==> src/rtl/vga_timing_ctrl.sv <==
// VGA/LCD raster timing: paired H/V phase FSMs advanced by the pixel tick, with sync/de/blank and pixel coordinates.
// Optional framebuffer swap handshake is built when VGA_TIMCTRL_FBSWAP_EN is defined.
module vga_timing_ctrl #(
    parameter int TB_WIDTH = 10,
    parameter int VB_WIDTH = 16
) (
    input  logic                clk_i,
    input  logic                rst_i,
    input  logic                en_i,
    input  logic                tick_i,
    input  logic [TB_WIDTH-1:0] hsnsize_i,
    input  logic [TB_WIDTH-1:0] hbpsize_i,
    input  logic [TB_WIDTH-1:0] hfpsize_i,
    input  logic [VB_WIDTH-1:0] hvlen_i,
    input  logic [TB_WIDTH-1:0] vsnsize_i,
    input  logic [TB_WIDTH-1:0] vbpsize_i,
    input  logic [TB_WIDTH-1:0] vfpsize_i,
    input  logic [VB_WIDTH-1:0] vvlen_i,
    input  logic                hspol_i,
    input  logic                vspol_i,
    input  logic                blpol_i,
    input  logic                swap_req_i,
    output logic                hsync_o,
    output logic                vsync_o,
    output logic                de_o,
    output logic                blank_o,
    output logic [VB_WIDTH-1:0] pix_x_o,
    output logic [VB_WIDTH-1:0] pix_y_o,
    output logic                hend_o,
    output logic                vend_o,
    output logic                vbs_o,
    output logic                fbsel_o,
    output logic                swap_ack_o
);

    typedef enum logic [1:0] {SYNC, BACKPORCH, VISIBLE, FRONTPORCH} phase_e;

    phase_e              h_q, h_d, v_q, v_d;
    logic [VB_WIDTH-1:0] hcnt_q, hcnt_d, vcnt_q, vcnt_d;
    logic [VB_WIDTH-1:0] hvl_q, hvl_d, vvl_q, vvl_d;
    logic [VB_WIDTH-1:0] pix_x_q, pix_y_q;
    logic                hact_q, vact_q, de_q;
    logic                run;

    // A zero-length field still occupies one tick, so the load value saturates at 0.
    function automatic logic [VB_WIDTH-1:0] tb_load(input logic [TB_WIDTH-1:0] n);
        logic [VB_WIDTH-1:0] v;
        v = VB_WIDTH'(n);
        return (v == '0) ? '0 : v - 1'b1;
    endfunction

    function automatic logic [VB_WIDTH-1:0] vb_load(input logic [VB_WIDTH-1:0] n);
        return (n == '0) ? '0 : n - 1'b1;
    endfunction

    assign run    = en_i && !rst_i;
    assign hend_o = run && tick_i && (h_q == FRONTPORCH) && (hcnt_q == '0);
    assign vend_o = hend_o && (v_q == FRONTPORCH) && (vcnt_q == '0);
    assign vbs_o  = hend_o && (v_q == VISIBLE) && (vcnt_q == '0);

    always_comb begin
        h_d    = h_q;
        hcnt_d = hcnt_q;
        hvl_d  = hvl_q;
        if (!run) begin
            h_d    = SYNC;
            hcnt_d = tb_load(hsnsize_i);
        end else if (tick_i) begin
            if (hcnt_q == '0) begin
                case (h_q)
                    SYNC:       begin h_d = BACKPORCH;  hcnt_d = tb_load(hbpsize_i); end
                    BACKPORCH:  begin h_d = VISIBLE;    hcnt_d = vb_load(hvlen_i); hvl_d = vb_load(hvlen_i); end
                    VISIBLE:    begin h_d = FRONTPORCH; hcnt_d = tb_load(hfpsize_i); end
                    FRONTPORCH: begin h_d = SYNC;       hcnt_d = tb_load(hsnsize_i); end
                endcase
            end else begin
                hcnt_d = hcnt_q - 1'b1;
            end
        end
    end

    // Vertical phases count whole lines, so they only move on the line-end pulse.
    always_comb begin
        v_d    = v_q;
        vcnt_d = vcnt_q;
        vvl_d  = vvl_q;
        if (!run) begin
            v_d    = SYNC;
            vcnt_d = tb_load(vsnsize_i);
        end else if (hend_o) begin
            if (vcnt_q == '0) begin
                case (v_q)
                    SYNC:       begin v_d = BACKPORCH;  vcnt_d = tb_load(vbpsize_i); end
                    BACKPORCH:  begin v_d = VISIBLE;    vcnt_d = vb_load(vvlen_i); vvl_d = vb_load(vvlen_i); end
                    VISIBLE:    begin v_d = FRONTPORCH; vcnt_d = tb_load(vfpsize_i); end
                    FRONTPORCH: begin v_d = SYNC;       vcnt_d = tb_load(vsnsize_i); end
                endcase
            end else begin
                vcnt_d = vcnt_q - 1'b1;
            end
        end
    end

    always_ff @(posedge clk_i) begin
        h_q    <= h_d;
        v_q    <= v_d;
        hcnt_q <= hcnt_d;
        vcnt_q <= vcnt_d;
        hvl_q  <= hvl_d;
        vvl_q  <= vvl_d;
    end

    // Outputs are registered from the next state so they line up with the state registers.
    always_ff @(posedge clk_i) begin
        if (rst_i || !en_i) begin
            hact_q  <= 1'b0;
            vact_q  <= 1'b0;
            de_q    <= 1'b0;
            pix_x_q <= '0;
            pix_y_q <= '0;
        end else begin
            hact_q  <= (h_d == SYNC);
            vact_q  <= (v_d == SYNC);
            de_q    <= (h_d == VISIBLE) && (v_d == VISIBLE);
            pix_x_q <= (h_d == VISIBLE) ? hvl_d - hcnt_d : '0;
            pix_y_q <= (v_d == VISIBLE) ? vvl_d - vcnt_d : '0;
        end
    end

    assign hsync_o = hact_q ? hspol_i : ~hspol_i;
    assign vsync_o = vact_q ? vspol_i : ~vspol_i;
    assign de_o    = de_q;
    assign blank_o = de_q ? ~blpol_i : blpol_i;
    assign pix_x_o = pix_x_q;
    assign pix_y_o = pix_y_q;

`ifdef VGA_TIMCTRL_FBSWAP_EN
    logic fbsel_q, pend_q;

    // A request landing on the frame end itself is kept pending for the following frame end.
    assign swap_ack_o = vend_o && pend_q;
    assign fbsel_o    = fbsel_q;

    always_ff @(posedge clk_i) begin
        if (rst_i) begin
            fbsel_q <= 1'b0;
            pend_q  <= 1'b0;
        end else begin
            pend_q <= swap_req_i | (pend_q & ~vend_o);
            if (swap_ack_o) begin
                fbsel_q <= ~fbsel_q;
            end
        end
    end
`else
    logic unused_swap_req;

    assign unused_swap_req = swap_req_i;
    assign fbsel_o         = 1'b0;
    assign swap_ack_o      = 1'b0;
`endif

endmodule

==> config.mk <==
export PLATFORM = sky130hd
export DESIGN_NAME = vga_timing_ctrl
export DESIGN_NICKNAME = d
export VERILOG_FILES = /design/src/rtl/vga_timing_ctrl.sv
export SDC_FILE = /design/constraint.sdc
export NUM_CORES = 1
export LEC_CHECK = 0
export ABC_AREA = 1
export CORE_UTILIZATION = 59
export CTS_BUF_LIST = sky130_fd_sc_hd__clkbuf_8 sky130_fd_sc_hd__clkbuf_16
export DETAILED_ROUTE_END_ITERATION = 10
export DONT_BUFFER_PORTS = 1
export PLACE_DENSITY = 0.78
export RECOVER_POWER = 25
export REMOVE_ABC_BUFFERS = 1
export SYNTH_ARGS = -nofsm -noshare
export SYNTH_HDL_FRONTEND = slang
export SYNTH_SLANG_ARGS = --single-unit
export TNS_END_PERCENT = 50
==> constraint.sdc <==
create_clock -name clk_i -period 3.7 [get_ports clk_i]
set_input_delay 0.555 -clock clk_i [delete_from_list [all_inputs] [get_ports clk_i]]
set_output_delay 0.555 -clock clk_i [all_outputs]
set_load 0.02 [all_outputs]
* After elaboration in Yosys (flattened, before gate mapping) *
Index checks and enable logic that the tools add are counted.

word-level totals
  register bits after elaboration = 103
  bits of input ports = 100
  logic and storage cells = 99

operators by class
  add/sub/neg operators = 12
  eq/ne operators = 8
  mux-type cells = 35
  bitwise operators = 5
  reductions and logical operators = 28

operator list
  kind                                                  count
  2-to-1 mux 16 bit                                     22
  one-hot mux 16 bit (4 select lines)                   2
  subtractor 10 x 1 -> 11 bit (second input constant)   6
  zero test 16 bit                                      4
  subtractor 16 x 1 -> 16 bit (second input constant)   4
  zero test 10 bit                                      6
  subtractor 16 bit                                     2
  one-hot mux 2 bit (4 select lines)                    2
  equality test 2 bit (second input constant)           6
  2-to-1 mux 2 bit                                      6
  logical AND 1 bit                                     9
  zero test 2 bit                                       4
  NOT 1 bit                                             5
  equality test 2 x 1 -> 1 bit (second input constant)  2
  OR reduction 2 bit                                    2
  2-to-1 mux 1 bit                                      3
  zero test 1 bit                                       2
  logical OR 1 bit                                      1

* Depth between registers and ports, before layout *
  word-level depth = 10
  depth in mapped cells = 26
  mapped depth without buffers = 26

* Worst setup path before layout *
Ideal clock, no wire load.

  path type = input -> register
  from = in en_i
  to = reg pix_y_q[13], in the netlist pix_y_o[13]
  library setup time = 116 ps
  arrival = 3,412 ps
  path slack = 171 ps
  cell stages on the path = 22
  cells stage by stage = inv_1 -> nor2_4 -> inv_2 -> nor2_2 -> inv_1 -> nor2_2 -> nand2_8 -> nor2_8 -> inv_4 -> clkbuf_1 -> o21ai_0 -> ha_1 -> nand3_1 -> nand2_1 -> a21boi_0 -> o21ai_0 -> a31oi_1 -> o21ai_0 -> nand2_1 -> nand2_1 -> nand2_1 -> a21oi_1

RTL lines
  item                            line  text
  from (decl)                     9     input logic en_i,
  logical AND 1 bit *             56    assign run = en_i && !rst_i;
  logical AND 1 bit (3 in a row)  57    assign hend_o = run && tick_i && (h_q == FRONTPORCH) && (hcnt_q == '0);
  2-to-1 mux 16 bit               90    end else if (hend_o) begin
  2-to-1 mux 16 bit *             87    if (!run) begin
  via vvl_d[1]                    40    logic [VB_WIDTH-1:0] hvl_q, hvl_d, vvl_q, vvl_d;
  subtractor 16 bit *             126   pix_y_q <= (v_d == VISIBLE) ? vvl_d - vcnt_d : '0;
  to (signal assigned)            126
  to (decl)                       41    logic [VB_WIDTH-1:0] pix_x_q, pix_y_q;

Mark *: on every way through the listed nets, which the timed path passes. The rest lies on a longest branch.
A chain may end at the register's enable or synchronous reset.

* Final worst setup path *
  from = reg hcnt_q[1]
  to = reg pix_x_q[9], in the netlist pix_x_o[9]

RTL lines
  item                    line  text
  from (decl)             39    logic [VB_WIDTH-1:0] hcnt_q, hcnt_d, vcnt_q, vcnt_d;
  from (signal assigned)  107   hcnt_q <= hcnt_d;
  zero test 16 bit        69    if (hcnt_q == '0) begin
  2-to-1 mux 16 bit       69
  2-to-1 mux 16 bit       68    end else if (tick_i) begin
  2-to-1 mux 16 bit       65    if (!run) begin
  via hcnt_d[0]           39
  subtractor 16 bit       125   pix_x_q <= (h_d == VISIBLE) ? hvl_d - hcnt_d : '0;
  to (signal assigned)    125
  to (decl)               41

The timed path passes the listed nets, and every way through them passes these cells.

==> summary.md <==
| Metric | Value |
|---|---|
| Layout Nets | `1717` |
| CTS tree | `yes` |
| VDD IR max | `0.251 mV` |
| CTS root buf | `clkbuf_16` |
| CTS clk-pin slew, worst paths | `0.07 ns` |
| Final WL | `27.7 mm` |
| Via Count | `9886` |
| Clk_skew | `0.00804 ns` |
| Wire length of the first global-routing pass | `43.8 mm` |
| Lkg Pwr | `5.23 nW` |
| Initial Utilization | `61.4%` |
| Yosys reg bits | `103` |
| First DRT Iteration DRCs | `1029` |
| Worst R2R Setup Slack | `0.14 ns` |
| Total chip power | `0.00268 W` |
| Post-synthesis area per instance | `6.29 um2` |
| Synth area leader | `dfxtp_1` |
| Total GRT Usage | `34.6%` |
| Critical Path End Type | `register` |
| Status | `finished, final reports clean` |
| Hold WS | `0.360 ns` |
| Port bufs | `0` |
| N_diodes | `0` |
| Most used DFF post-synth | `dfxtp_1` |
| Fin crit share | `96.3%` |
| Vias in the first global route | `9021` |
| Wire per inst | `15.9 um` |
| Power per cell area | `252 nW/um2` |
| Remaining routing DRC violations | `0` |
| Critical path class | `reg2reg` |
| Vias per Instance | `5.66` |
| Min Tclk post-route | `3.56 ns` |
| Row count | `44` |
| Synth top area share | `22.7%` |
| Final ANT Viol Nets | `0` |
| Synth Cell Area | `9060 um2` |
| Syn. warnings | `0` |
| Cell count after synthesis | `1442` |
| Slew HR | `62.3%` |
| Placer Congestion | `1.05` |
| Area contributors post-synth | `dfxtp_1, nand2_1, inv_1, ha_1, nor2_1` |
| Hold_buf cts | `0` |
| Die H | `126 um` |
| RSZ-0062 raised after global routing | `true` |
| I/O Pins | `141` |
| Unique masters post-synth | `54` |
| Sequential area share after synthesis | `22.7%` |
| Layout cells sized above 1 | `15.3%` |
| Measured slew at the worst slew-check pin | `0.565 ns` |
| Setup TNS | `0 ns` |
| Clock buffer count from CTS | `9` |
| Chip Width | `126 um` |
| Post-synth EDFFs | `0` |
| Ys async rst share | `0%` |
| DP HPWL | `22.4 mm` |
| Final-layout fill cell count | `1309` |
| Final setup fails | `0` |
| Largest net degree at the start of global routing | `34` |
| GRT overflow | `0` |
| Fmax | `281 MHz` |
| Clock Sinks | `103` |
| Worst Hold Class | `in2reg` |
| Drt first pass iters | `6` |
| Finished Core Util | `72.0%` |
| Max Transition Viols Final | `0` |
| Core ar. | `14800 um2` |
| Clk_lat worst skew | `0.36 ns` |
| Worst path arrival time | `3.81 ns` |
| Critical path launch point type | `register` |
| Worst-path maximum fanout | `5` |
| Crit path required time | `3.94 ns` |
| Initial antenna violation count | `0` |
| Final hold violations | `0` |
| CTS max path bufs | `2` |
| Die area | `15900 um2` |
| Max-cap violations | `0` |
| Synth-to-layout area growth | `17.2%` |
| H-tree levels | `3` |
cell families (layout without fill, tap and decap cells):
kind of cell / Yosys count / after routing / synth area share, %
AOI/OAI and AO/OA: 243 / 243 / 15.2
xor gates and xnor gates: 71 / 71 / 6.86
adders and majority gates: 57 / 57 / 8.03
buffers and inverters: 246 / 367 / 10.5
DFF: 103 / 103 / 22.7
muxes: 1 / 1 / 0.124
other: 1 / 2 / 0.0414
and+or+nand+nor: 720 / 720 / 36.5
worst max-delay path: stages, from the launching register on:
cell	delay, ns
dfxtp_1	0.31
inv_1	0.06
ha_2	0.21
nand4_4	0.13
nor2_8	0.19
nand3_4	0.12
nor2_8	0.19
clkinvlp_4	0.21
a21oi_2	0.14
nand2_1	0.08
a22oi_1	0.14
o21ai_1	0.12
ha_1	0.22
inv_1	0.08
nand3_1	0.07
nand2_1	0.11
a21oi_2	0.07
o21ai_0	0.14
nand2_1	0.07
nand2_1	0.08
inv_1	0.05
o21ai_0	0.21
buf_4	0.16
buf_4	0.09
xnor2_1	0.10
nor2_1	0.05
placed cells by master, fill, tap and decap left out, types with 8 or more instances in the layout:
cell type / count
nand2_1: 332
inv_1: 210
nor2_1: 170
buf_4: 129
dfxtp_1: 103
nand3_1: 100
a21oi_1: 87
o21ai_0: 77
ha_1: 50
xor2_1: 45
nor3_1: 27
xnor2_1: 26
nand4_1: 18
nor2_4: 16
or2_2: 13
o211ai_1: 13
o21ai_1: 10
o21ai_2: 9
clkbuf_16: 9
inv_2: 8
o221ai_1: 8
through the flow:
| step | area, um2 | setup WS (ns) | instances |
|---|---|---|---|
| floorplan | 8950 | -0.457 | 1418 |
| global placement | 10100 | -0.0486 | 1724 |
| detailed placement | 10100 | -0.221 | 1724 |
| CTS | 10400 | 0.0364 | 1739 |
| global route | 10600 | -0.0735 | 1748 |
| finish | 10600 | 0.135 | 1748 |
cell usage after synthesis, types with 3 or more instances:
cell type,n
nor4_1,7
o221ai_1,8
nor2_1,173
a21oi_1,91
o211ai_1,13
a22o_1,3
nand2_1,335
dfxtp_1,103
a21o_1,6
o21ai_0,91
inv_2,7
inv_1,212
ha_1,55
o21ai_1,4
clkbuf_1,16
o31ai_1,3
a31oi_1,9
nand3b_1,4
buf_2,4
xor2_1,45
nand4_1,18
nor2_4,15
nor2_2,5
nor3_1,29
or2_2,13
nor2_8,3
nor3b_1,4
nand3_1,101
nand3_2,4
xnor2_1,26
layout make-up:
class / instances / area, um2 / area share (%)
Tap cell: 184 / 230 / 2.17
Sequential cell: 103 / 2060 / 19.4
Timing Repair Buffer: 131 / 1000 / 9.41
Inverter: 221 / 836 / 7.87
Clock inverter: 6 / 53.8 / 0.506
Multi-Input combinational cell: 1094 / 6220 / 58.5
Clock buffer: 9 / 225 / 2.12
sequential cells by signal (all words and copies together), names as in the netlist, 2 cells and up:
register  flops
pix_x_o      16
pix_y_o      16
v_q           2
hvl_q        16
hcnt_q       16
vvl_q        16
vcnt_q       16
h_q           2
what timing repair did:
item,CTS,global route
buffers inserted,0,9
pin swaps,0,17
gates cloned,0,0
endpoints found under the setup margin,3,17
gates resized for setup,5,50
worst paths after layout:
path / startpoint / end / depth (start not counted)
worst min register to register: hvl_q[7] / hvl_q[7] / 2
worst min-delay path: tick_i / hcnt_q[13] / 2
worst max-delay path: hcnt_q[1] / pix_x_o[9] / 25
worst max register to register: hcnt_q[1] / pix_x_o[9] / 25
power breakdown:
group          total [W]  internal, W  switching [W]
Clock           0.000943     0.000466       0.000477
Sequential       0.00117      0.00114      0.0000287
Combinational   0.000569     0.000226       0.000343
Total            0.00268      0.00183       0.000849
routing by layer:
| layer | wire (um) | share of wire, % | global-route usage (%) | vias up |
|---|---|---|---|---|
| li1 | - | - | - | 4901 |
| met1 | 12800 | 46 | 49.4 | 4490 |
| met2 | 11900 | 43 | 53.5 | 451 |
| met3 | 2550 | 9.2 | 6.58 | 44 |
| met4 | 501 | 1.8 | 8.50 | 0 |
| met5 | 0 | 0 | 0 | - |
No activity file was read; power rests on OpenSTA's default activity.
